File: config.mk
export PLATFORM = sky130hd
export DESIGN_NAME = sevenseg_scan_ctrl
export DESIGN_NICKNAME = d
export VERILOG_FILES = /design/src/rtl/sevenseg_scan_ctrl_pkg.sv /design/src/rtl/sevenseg_scan_ctrl_hex.sv /design/src/rtl/sevenseg_scan_ctrl.sv
export SDC_FILE = /design/constraint.sdc
export NUM_CORES = 1
export LEC_CHECK = 0
export CAP_MARGIN = 25
export CORE_MARGIN = 5
export CORE_UTILIZATION = 45
export CTS_BUF_LIST = sky130_fd_sc_hd__clkbuf_2
export DETAILED_ROUTE_END_ITERATION = 16
export HOLD_SLACK_MARGIN = 0.03
export PLACE_DENSITY = 0.68
export SKIP_LAST_GASP = 1
export SYNTH_ARGS = -nofsm -noshare
export SYNTH_HDL_FRONTEND = slang
export SYNTH_SLANG_ARGS = --single-unit
export TNS_END_PERCENT = 100
File: constraint.sdc
create_clock -name clk -period 3.2 [get_ports clk]
set_clock_uncertainty 0.2 [all_clocks]
set_input_delay 0.48 -clock clk [delete_from_list [all_inputs] [get_ports clk]]
set_output_delay 0.48 -clock clk [all_outputs]
set_load 0.03 [all_outputs]
File: src/rtl/sevenseg_scan_ctrl_pkg.sv
// Shared definitions for the seven-segment scan controller: segment bit positions,
// the hex-to-segment glyph table and the scan state encoding.
package sevenseg_scan_ctrl_pkg;

  localparam int SEG_A  = 0;
  localparam int SEG_B  = 1;
  localparam int SEG_C  = 2;
  localparam int SEG_D  = 3;
  localparam int SEG_E  = 4;
  localparam int SEG_F  = 5;
  localparam int SEG_G  = 6;
  localparam int SEG_DP = 7;

  // Entry n is the active-high segment pattern for hex digit n; entry 15 sits at the MSB.
  localparam logic [15:0][7:0] HEX_SEG_TBL = {
    8'h71, 8'h79, 8'h5E, 8'h39, 8'h7C, 8'h77, 8'h6F, 8'h7F,
    8'h07, 8'h7D, 8'h6D, 8'h66, 8'h4F, 8'h5B, 8'h06, 8'h3F
  };

  typedef enum logic [1:0] {OFF, GUARD, SHOW} state_t;

endpackage

File: src/rtl/sevenseg_scan_ctrl_hex.sv
// Hex nibble to seven-segment glyph, purely combinational.
// The decimal point is always driven low.
module hex_to_sevenseg
  import sevenseg_scan_ctrl_pkg::*;
(
  input  logic [3:0] nibble,
  output logic [7:0] seg
);

  always_comb begin
    seg         = HEX_SEG_TBL[nibble];
    seg[SEG_DP] = 1'b0;
  end

endmodule

File: src/rtl/sevenseg_scan_ctrl.sv
// Time-multiplexed hex display scanner with a one-cycle dead-time guard between digits.
// Outputs are registered; a new value is only ever shown from a frame boundary onward.
module sevenseg_scan_ctrl
  import sevenseg_scan_ctrl_pkg::*;
#(
  parameter int NUM_DIGITS  = 4,
  parameter int REFRESH_DIV = 1000
)
(
  input  logic                    clk,
  input  logic                    rst_n,
  input  logic                    en,
  input  logic                    load,
  input  logic [4*NUM_DIGITS-1:0] value,
  input  logic                    blank_lz,
  output logic [7:0]              seg,
  output logic [NUM_DIGITS-1:0]   an,
  output logic                    frame_done
);

  localparam int CW = $clog2(REFRESH_DIV);
  localparam int IW = $clog2(NUM_DIGITS);
  localparam int DW = 4 * NUM_DIGITS;
  localparam logic [CW-1:0] CNT_LAST = CW'(REFRESH_DIV - 1);
  localparam logic [IW-1:0] IDX_LAST = IW'(NUM_DIGITS - 1);

  state_t          state, nxt_state;
  logic [IW-1:0]   idx, nxt_idx;
  logic [CW-1:0]   cnt, nxt_cnt;
  logic [DW-1:0]   disp_reg, nxt_disp;
  logic [DW-1:0]   pend_reg, nxt_pend;
  logic            pend_valid, nxt_pend_valid;
  logic            have_data, nxt_have_data;
  logic            promote;

  logic [3:0]      nib;
  logic [7:0]      dec_seg;
  logic [DW-1:0]   upper;
  logic            lz_blank;
  logic [NUM_DIGITS-1:0] an_d;
  logic [7:0]      seg_d;
  logic            fd_d;

  always_ff @(posedge clk or negedge rst_n) begin
    if (!rst_n) begin
      state      <= OFF;
      idx        <= '0;
      cnt        <= '0;
      disp_reg   <= '0;
      pend_reg   <= '0;
      pend_valid <= 1'b0;
      have_data  <= 1'b0;
      seg        <= '0;
      an         <= '0;
      frame_done <= 1'b0;
    end else begin
      state      <= nxt_state;
      idx        <= nxt_idx;
      cnt        <= nxt_cnt;
      disp_reg   <= nxt_disp;
      pend_reg   <= nxt_pend;
      pend_valid <= nxt_pend_valid;
      have_data  <= nxt_have_data;
      seg        <= seg_d;
      an         <= an_d;
      frame_done <= fd_d;
    end
  end

  // Frame end or leaving the scan is the only point where the shown value may change.
  assign promote = (state != OFF) &&
                   (!en || (state == SHOW && cnt == CNT_LAST && idx == IDX_LAST));

  always_comb begin
    nxt_state      = state;
    nxt_idx        = idx;
    nxt_cnt        = cnt;
    nxt_disp       = disp_reg;
    nxt_pend       = pend_reg;
    nxt_pend_valid = pend_valid;
    nxt_have_data  = have_data;

    if (state == OFF) begin
      if (load) begin
        nxt_disp      = value;
        nxt_have_data = 1'b1;
      end
    end else if (promote) begin
      if (load)            nxt_disp = value;
      else if (pend_valid) nxt_disp = pend_reg;
      nxt_pend_valid = 1'b0;
    end else if (load) begin
      nxt_pend       = value;
      nxt_pend_valid = 1'b1;
    end

    if (!en) begin
      nxt_state = OFF;
      nxt_idx   = '0;
      nxt_cnt   = '0;
    end else begin
      unique case (state)
        OFF: begin
          if (have_data || load) begin
            nxt_state = GUARD;
            nxt_idx   = '0;
            nxt_cnt   = '0;
          end
        end
        GUARD: begin
          nxt_state = SHOW;
          nxt_cnt   = '0;
        end
        SHOW: begin
          if (cnt == CNT_LAST) begin
            nxt_state = GUARD;
            nxt_cnt   = '0;
            nxt_idx   = (idx == IDX_LAST) ? '0 : idx + 1'b1;
          end else begin
            nxt_cnt = cnt + 1'b1;
          end
        end
        default: begin
          nxt_state = OFF;
          nxt_idx   = '0;
          nxt_cnt   = '0;
        end
      endcase
    end
  end

  // Registered outputs are computed from the next-state view so they line up with the state.
  always_comb begin
    nib  = '0;
    an_d = '0;
    for (int i = 0; i < NUM_DIGITS; i++) begin
      if (nxt_idx == IW'(i)) begin
        nib     = nxt_disp[4*i +: 4];
        an_d[i] = 1'b1;
      end
    end
    upper    = nxt_disp >> {nxt_idx, 2'b00};
    lz_blank = blank_lz && (nxt_idx != '0) && (upper == '0);
    if (nxt_state != SHOW) an_d = '0;
    seg_d = (nxt_state == SHOW && !lz_blank) ? dec_seg : 8'h00;
    fd_d  = (nxt_state == SHOW) && (nxt_idx == IDX_LAST) && (nxt_cnt == CNT_LAST);
  end

  hex_to_sevenseg u_dec (
    .nibble (nib),
    .seg    (dec_seg)
  );

endmodule

After elaboration in Yosys (flattened, before gate mapping) --
Memory sizes are Yosys's and may differ from the RTL's. Cells that the tools add are included.
Storage, ports and cells: register bits after elaboration 61, ROM bits 128, input port bits 21, output and inout bits 13, logic and storage cells 79, memories kept 1
Operators by class: add/subtract/negate cells 2, magnitude comparators 1, eq/ne operators 10, shift operators 1, mux-type cells 31, bitwise logic cells 2, reductions and logical operators 21
Memories:
- (name not given) | words 16, width 8, read ports 1, clocked after memory_dff 0, write ports 0, RTL line sevenseg_scan_ctrl_hex.sv:11 | seg = HEX_SEG_TBL[nibble];
Operators with widths (number):
- 2-to-1 mux 16 bit | 5
- 2-to-1 mux 10 bit | 3
- == test 10 bit, second input constant | 2
- 2-to-1 mux 4 bit | 5
- one-hot mux 10 bit (2 select lines) | 1
- logical NOT 16 bit | 1
- right shift 16 x 4 -> 16 bit | 1
- 2-to-1 mux 2 bit | 7
- 2-to-1 mux 7 bit | 2
- one-hot mux 2 bit (3 select lines) | 2
- adder 10 x 1 -> 10 bit, second input constant | 1
- == test 2 bit, second input constant | 5
- logical AND 1 bit | 8
- 2-to-1 mux 1 bit | 6
- nonzero test 2 bit | 3
- < comparator 4 x 5 -> 1 bit, second input constant | 1
- == test 2 x 1 -> 1 bit, second input constant | 2
- logical NOT 2 bit | 2
- AND reduction 2 bit | 2
- AND reduction 3 bit | 1
- adder 2 x 1 -> 2 bit, second input constant | 1
- logical NOT 1 bit | 2
- logical OR 1 bit | 2
- inequality test 2 bit, second input constant | 1
- NOT 1 bit | 2

Depth between registers and ports, before layout --
word-level depth 14, mapped depth 14, depth with buffers taken out 14

By module --
From an unflattened synthesis, not the netlist that was laid out.
Second synthesis, totals: cells, all modules 349, area total of the unflattened synthesis 3367.0 µm²
By module, submodules not included:
- sevenseg_scan_ctrl | instances 1, cells an instance 314, area each 3067.9 µm², seq. area each 1526.5 µm²
- hex_to_sevenseg | instances 1, cells an instance 35, area each 299.0 µm², seq. area each 0.0 µm²

Worst setup path before layout --
No wires, ideal clock.
path type register to register, start register cnt[3], end register seg[6], setup time 94 ps, arrival 3142 ps, data required time 2906 ps, slack -236 ps, cell stages (with the launch flop) 11, path buffers 0, period minus slack after synthesis 3436 ps, path through dfrtp_1 or3b_4 nor4_4 o22ai_1 a222oi_1 o32ai_2 a221oi_1 inv_1 ha_1 mux2_2 a221oi_2
Between the ends: cells in the longest elaborated chain, start to end 14, elaborated cells on any way between the ends 32, those cells by class eq/ne: 5; shift: 1; mux: 14; reduce/logical: 11; memory: 1
RTL lines:
- start, declared | RTL line sevenseg_scan_ctrl.sv:29 | logic [CW-1:0] cnt, nxt_cnt;
- start signal, assigned | RTL line sevenseg_scan_ctrl.sv:59 | cnt <= nxt_cnt;
- == test 10 bit * | RTL line sevenseg_scan_ctrl.sv:72, sevenseg_scan_ctrl.sv:115
- branches (longest 12 deep; another with memory (16 x 8 bit))
- 2-to-1 mux 7 bit * | RTL line sevenseg_scan_ctrl.sv:145 | seg_d = (nxt_state == SHOW && !lz_blank) ? dec_seg : 8'h00;
- net seg_d[6] | RTL line sevenseg_scan_ctrl.sv:41 | logic [7:0] seg_d;
- end signal, assigned | RTL line sevenseg_scan_ctrl.sv:64 | seg <= seg_d;
- end, declared | RTL line sevenseg_scan_ctrl.sv:16 | output logic [7:0] seg,
Mark *: on every way through the listed nets, which the timed path passes. The select of a mux whose other input is x is not followed. A chain may end at the register's enable or synchronous reset.

Worst setup path after layout --
start register idx[0], end register seg[0]
Between the ends: cells in the longest elaborated chain, start to end 13, elaborated cells on any way between the ends 30, those cells by class add/sub: 1; eq/ne: 4; shift: 1; mux: 13; reduce/logical: 10; memory: 1
RTL lines:
- start, declared | RTL line sevenseg_scan_ctrl.sv:28 | logic [IW-1:0] idx, nxt_idx;
- start signal, assigned | RTL line sevenseg_scan_ctrl.sv:58 | idx <= nxt_idx;
- adder 2 x 1 -> 2 bit / == test 2 bit (equally long branches) | RTL line sevenseg_scan_ctrl.sv:118, sevenseg_scan_ctrl.sv:72
- 2-to-1 mux 2 bit / logical AND 1 bit (equally long branches) | RTL line sevenseg_scan_ctrl.sv:118, sevenseg_scan_ctrl.sv:72
- 2-to-1 mux 2 bit / logical OR 1 bit (equally long branches) | RTL line sevenseg_scan_ctrl.sv:115, sevenseg_scan_ctrl.sv:72
- one-hot mux 2 bit (3 select lines) / logical AND 1 bit (equally long branches) | RTL line sevenseg_scan_ctrl.sv:102, sevenseg_scan_ctrl.sv:71
- 2-to-1 mux 2 bit / 2-to-1 mux 16 bit (equally long branches) | RTL line sevenseg_scan_ctrl.sv:97, sevenseg_scan_ctrl.sv:88
- logical NOT 2 bit / 2-to-1 mux 16 bit (equally long branches) | RTL line sevenseg_scan_ctrl.sv:137, sevenseg_scan_ctrl.sv:83
- 2-to-1 mux 4 bit (4 in series) | RTL line sevenseg_scan_ctrl.sv:137 | if (nxt_idx == IW'(i)) begin
- memory (16 x 8 bit)
- 2-to-1 mux 7 bit (not written as such) | RTL line sevenseg_scan_ctrl_hex.sv:11
- 2-to-1 mux 7 bit * | RTL line sevenseg_scan_ctrl.sv:145
- net seg_d[0] | RTL line sevenseg_scan_ctrl.sv:41
The timed path passes the listed nets; every way through them passes the cells marked *. The select of a mux whose other input is x is not followed.

==> impl.org <==
** Status
- Result of the run :: finished with violations
- Violations in the final reports :: setup timing

** Routing
- Total via count in the routed design :: 3306
- Total iterations of the first detailed-routing run :: 6
- In the final routed layout, each cell accounts on average for 17.5 µm.
- Post-route DRC violation count :: 0
- Remaining antenna violation count :: 0
- After detailed routing, the number of vias per cell comes to approximately 5.7.
- The detailed router finished its first iteration with 179 violations.
- The routed design has 10.2 mm of wire.

** Critical path
- Cell with the biggest individual delay on the critical path :: or3_1
- The worst setup path is captured at a flip-flop.
- Together, buffers and inverters on the worst path number 3.
- By instance count, the cell type seen most on the critical path is buf_4.
- Along the worst path, the maximum fanout reaches 7.
- Cell type group with the largest total delay on the critical path :: simple AND/OR/NAND/NOR gates
- Cells along the critical path :: ha_4, buf_4, nor4b_4, nand4_1, a31o_2, or3_1, o32ai_4, buf_4, nor4_2, buf_4, a31o_4, nor4b_2
- Crit path launch type :: flip-flop
- Arr. time, crit path :: 3.46 ns
- Delay of the slowest cell on the worst path :: around 0.46 ns
- Worst path required time :: 3.39 ns
- The worst setup path is of the reg2reg kind.

** Floorplan
- Measured along the x axis, the die boundary spans 98.1 µm.
- Starting density of the core :: 0.456
- The region available for standard cell placement spans 0.00765 mm².
- The floorplan step set the die height to roughly 100 µm.
- 34 I/O pins were placed.
- The floorplan has 32 rows.
- The floorplan step defined a die boundary enclosing 0.00962 mm².

** STA
- Final hold analysis gives a worst-case slack of ~0.15 ns.
- Minimum clock period :: 3.26 ns
- For the pin with the worst max-slew slack, the measured transition is 0.714 ns.
- Final-report hold violation count :: 0
- Measured against its own limit, the worst slew margin works out to 0.523.
- Period utilisation layout :: 1.02
- Slew Viols, Final :: 0
- Setup repair after global routing could not meet its margin everywhere.
- Max Clk Rate :: 306 MHz
- Setup violations remaining at the end of the flow were counted as 4.
- After layout, the worst setup slack is -0.0648 ns.

** CTS
- At the later pin of the worst-skew pair, clock insertion delay measures around 0.5 ns.
- Clock buffer count from CTS :: 9
- No sink is reached through more buffers than the 2 on the longest clock path.
- Clock tree synthesis found a total of 60 sinks.
- Clock tree from TritonCTS :: done
- Number of levels the H-tree was split into :: 3
- CTS placed an instance of clkbuf_2 at the clock tree root.
- Clock-pin slew was measured on the worst setup and hold paths at 0.18 ns.

** Placed design
- Number of buffer cells added on primary ports :: 32
- Placer's final routability congestion estimate :: 0.930
- Placed cell areas :: 0.00452 mm²
- OpenSTA, run right after detailed placement, puts the worst setup slack at -0.344 ns.
- Final HPWL from detailed placement :: roughly 7.4 mm

** Power and ir drop
- Total power per unit cell area :: 488 mW/mm²
- Worst IR drop on VDD :: 0.301 mV
- Pleak :: 2.23 nW
- Overall power consumption after layout is estimated at 0.00245 W.

** Global routing
- Pin count of the biggest net entering global routing :: 46
- Wire length of the first global-routing pass :: between 15 and 20 mm
- Initial antenna violation count :: 0
- Number of global-route vias before repair :: 3478
- Total routing usage reported by global routing :: 0.218
- Global routing finished with a remaining overflow of 0.

** Yosys
- In the synthesized netlist, the number of instances is about 350.
- Averaged over all synthesized cells, the footprint is 10.1 µm².
- Yosys cell types :: between 70 and 80
- Synthesis inferred 60 register bits.
- Summing every instance area after synthesis gives 0.00349 mm².
- The Yosys step of the flow raised 0 warnings.
- Synth async-reset ratio :: 1.00
- Ys flop type :: dfrtp_1
- Number of flops mapped to enable cells by yosys :: 0
- Total nets after synthesis :: 374
- Register area share after synthesis :: 0.430

** Run
- Number of maximum-capacitance violations :: 0

** Worst hold path
- Hold Path Class :: in2async

** Finish
- In the final layout, the share of cells above drive strength 1 is 0.399.
- # nets final :: 505
- The repair_antennas step left the layout with diodes totalling 0.
- With fillers left out, the area of the finished cells amounts to between 0.005 and 0.006 mm².
- Number of fill cells in the layout :: 612
- Growth of design area from synthesis to finish :: 44.1%
[layout by cell type (no fill, tap or decap), types with 5 or more instances in the layout]
cell             netlist  routed
ha_4                   0       5
mux2_2                17      17
buf_6                  2       7
nand2_1               28      28
nor3b_1                7       7
o21ai_0                6       6
clkdlybuf4s50_1        0      31
buf_4                  1      95
nor2_1                21      21
a211o_1                5       5
inv_1                 11       9
nor3_1                17      15
a21oi_1               11      10
a22oi_1                9       9
nand3_1               22      21
and3_1                 5       5
dfrtp_1               60      60
clkbuf_2               0      11
[metrics by stage]
| stage | utilization | TNS [ns] | std cells |
|---|---|---|---|
| 3_3_place_gp | 0.591 | -1.67 | 551 |
| 2_1_floorplan | - | 0 | 345 |
| 6_report | 0.658 | -0.174 | 583 |
| 4_1_cts | 0.637 | -0.116 | 576 |
| 5_1_grt | 0.658 | -1.08 | 583 |
| 3_5_place_dp | 0.591 | -2.07 | 551 |
[final cells by class]
| class | count | area (µm²) | share of cell area |
|---|---|---|---|
| clock inverters | 5 | 76.3 | 0.0152 |
| flip-flops and latches | 60 | 1500 | 0.299 |
| clock buffers | 11 | 55.1 | 0.0109 |
| multi-input cells | 256 | 2080 | 0.414 |
| well taps | 102 | 128 | 0.0254 |
| repair buffers | 136 | 1140 | 0.226 |
| inverters | 13 | 48.8 | 0.00970 |
[layer usage]
metal | vias up | global-route usage | part of all wire
met5 | - | 0 | 0
met4 | 0 | 0.0682 | 0.015
met3 | 16 | 0.0443 | 0.056
met2 | 103 | 0.363 | 0.49
met1 | 1616 | 0.287 | 0.43
li1 | 1571 | - | -
[power breakdown]
part	total (W)	leakage [nW]	switching (W)	internal [W]
registers	0.000978	0.755	0.0000796	0.000899
clock network	0.000552	0.0796	0.000291	0.000262
logic	0.000922	1.39	0.000460	0.000462
[synthesized netlist by cell type, drive strengths merged (4+ instances only)]
cell    count  area (µm²)
a21oi      14        88.8
or3         4        25.0
a211o       5        43.8
o22ai       4        38.8
dfrtp      60        1500
a22o        4        37.5
buf         6        45.0
mux2       17         191
o21ai       8        40.0
inv        12        45.0
nand3      22         110
nand2      28         105
clkbuf     10        37.5
and3        5        31.3
and2        5        31.3
nor2b       4        25.0
mux2i       5        50.1
nor4        6        65.1
nor2       23        91.3
nor3b       8        65.1
nor3       17        85.1
a22oi      10        80.1
ha          8         100
nand2b      4        25.0
[cell families (layout without fill, tap and decap cells)]
family,after synthesis,in the layout,synth area share
fa+ha+maj,8,8,0.0287
flops,60,60,0.430
xor+xnor,2,2,0.00502
buf+inv,29,165,0.0376
simple gates,141,141,0.226
other cells,1,1,0.00107
mux,22,22,0.0692
compound gates,82,82,0.203
[path summary, 6_finish.rpt]
path / from / endpoint / slack [ns] / cells after the start
max: idx[0] / seg[0] / -0.06 / 12
min: rst_n / pend_reg[12] / 0.15 / 2
min in group clk: pend_reg[1] / pend_reg[1] / 0.34 / 1
max in group asynchronous: rst_n / disp_reg[15] / 1.95 / 4
max reg2reg: idx[0] / seg[0] / -0.06 / 12
min reg2reg: pend_reg[1] / pend_reg[1] / 0.34 / 1
[timing repair]
action | CTS | global route
buffers inserted | 9 | 5
hold endpoints to repair | 43 | 0
gates resized for setup | 26 | 20
gates cloned | 0 | 1
pin swaps | 15 | 12
endpoints found under the setup margin | 7 | 7
hold buffers | 1 | 0
(Power assumes the default switching activity.)
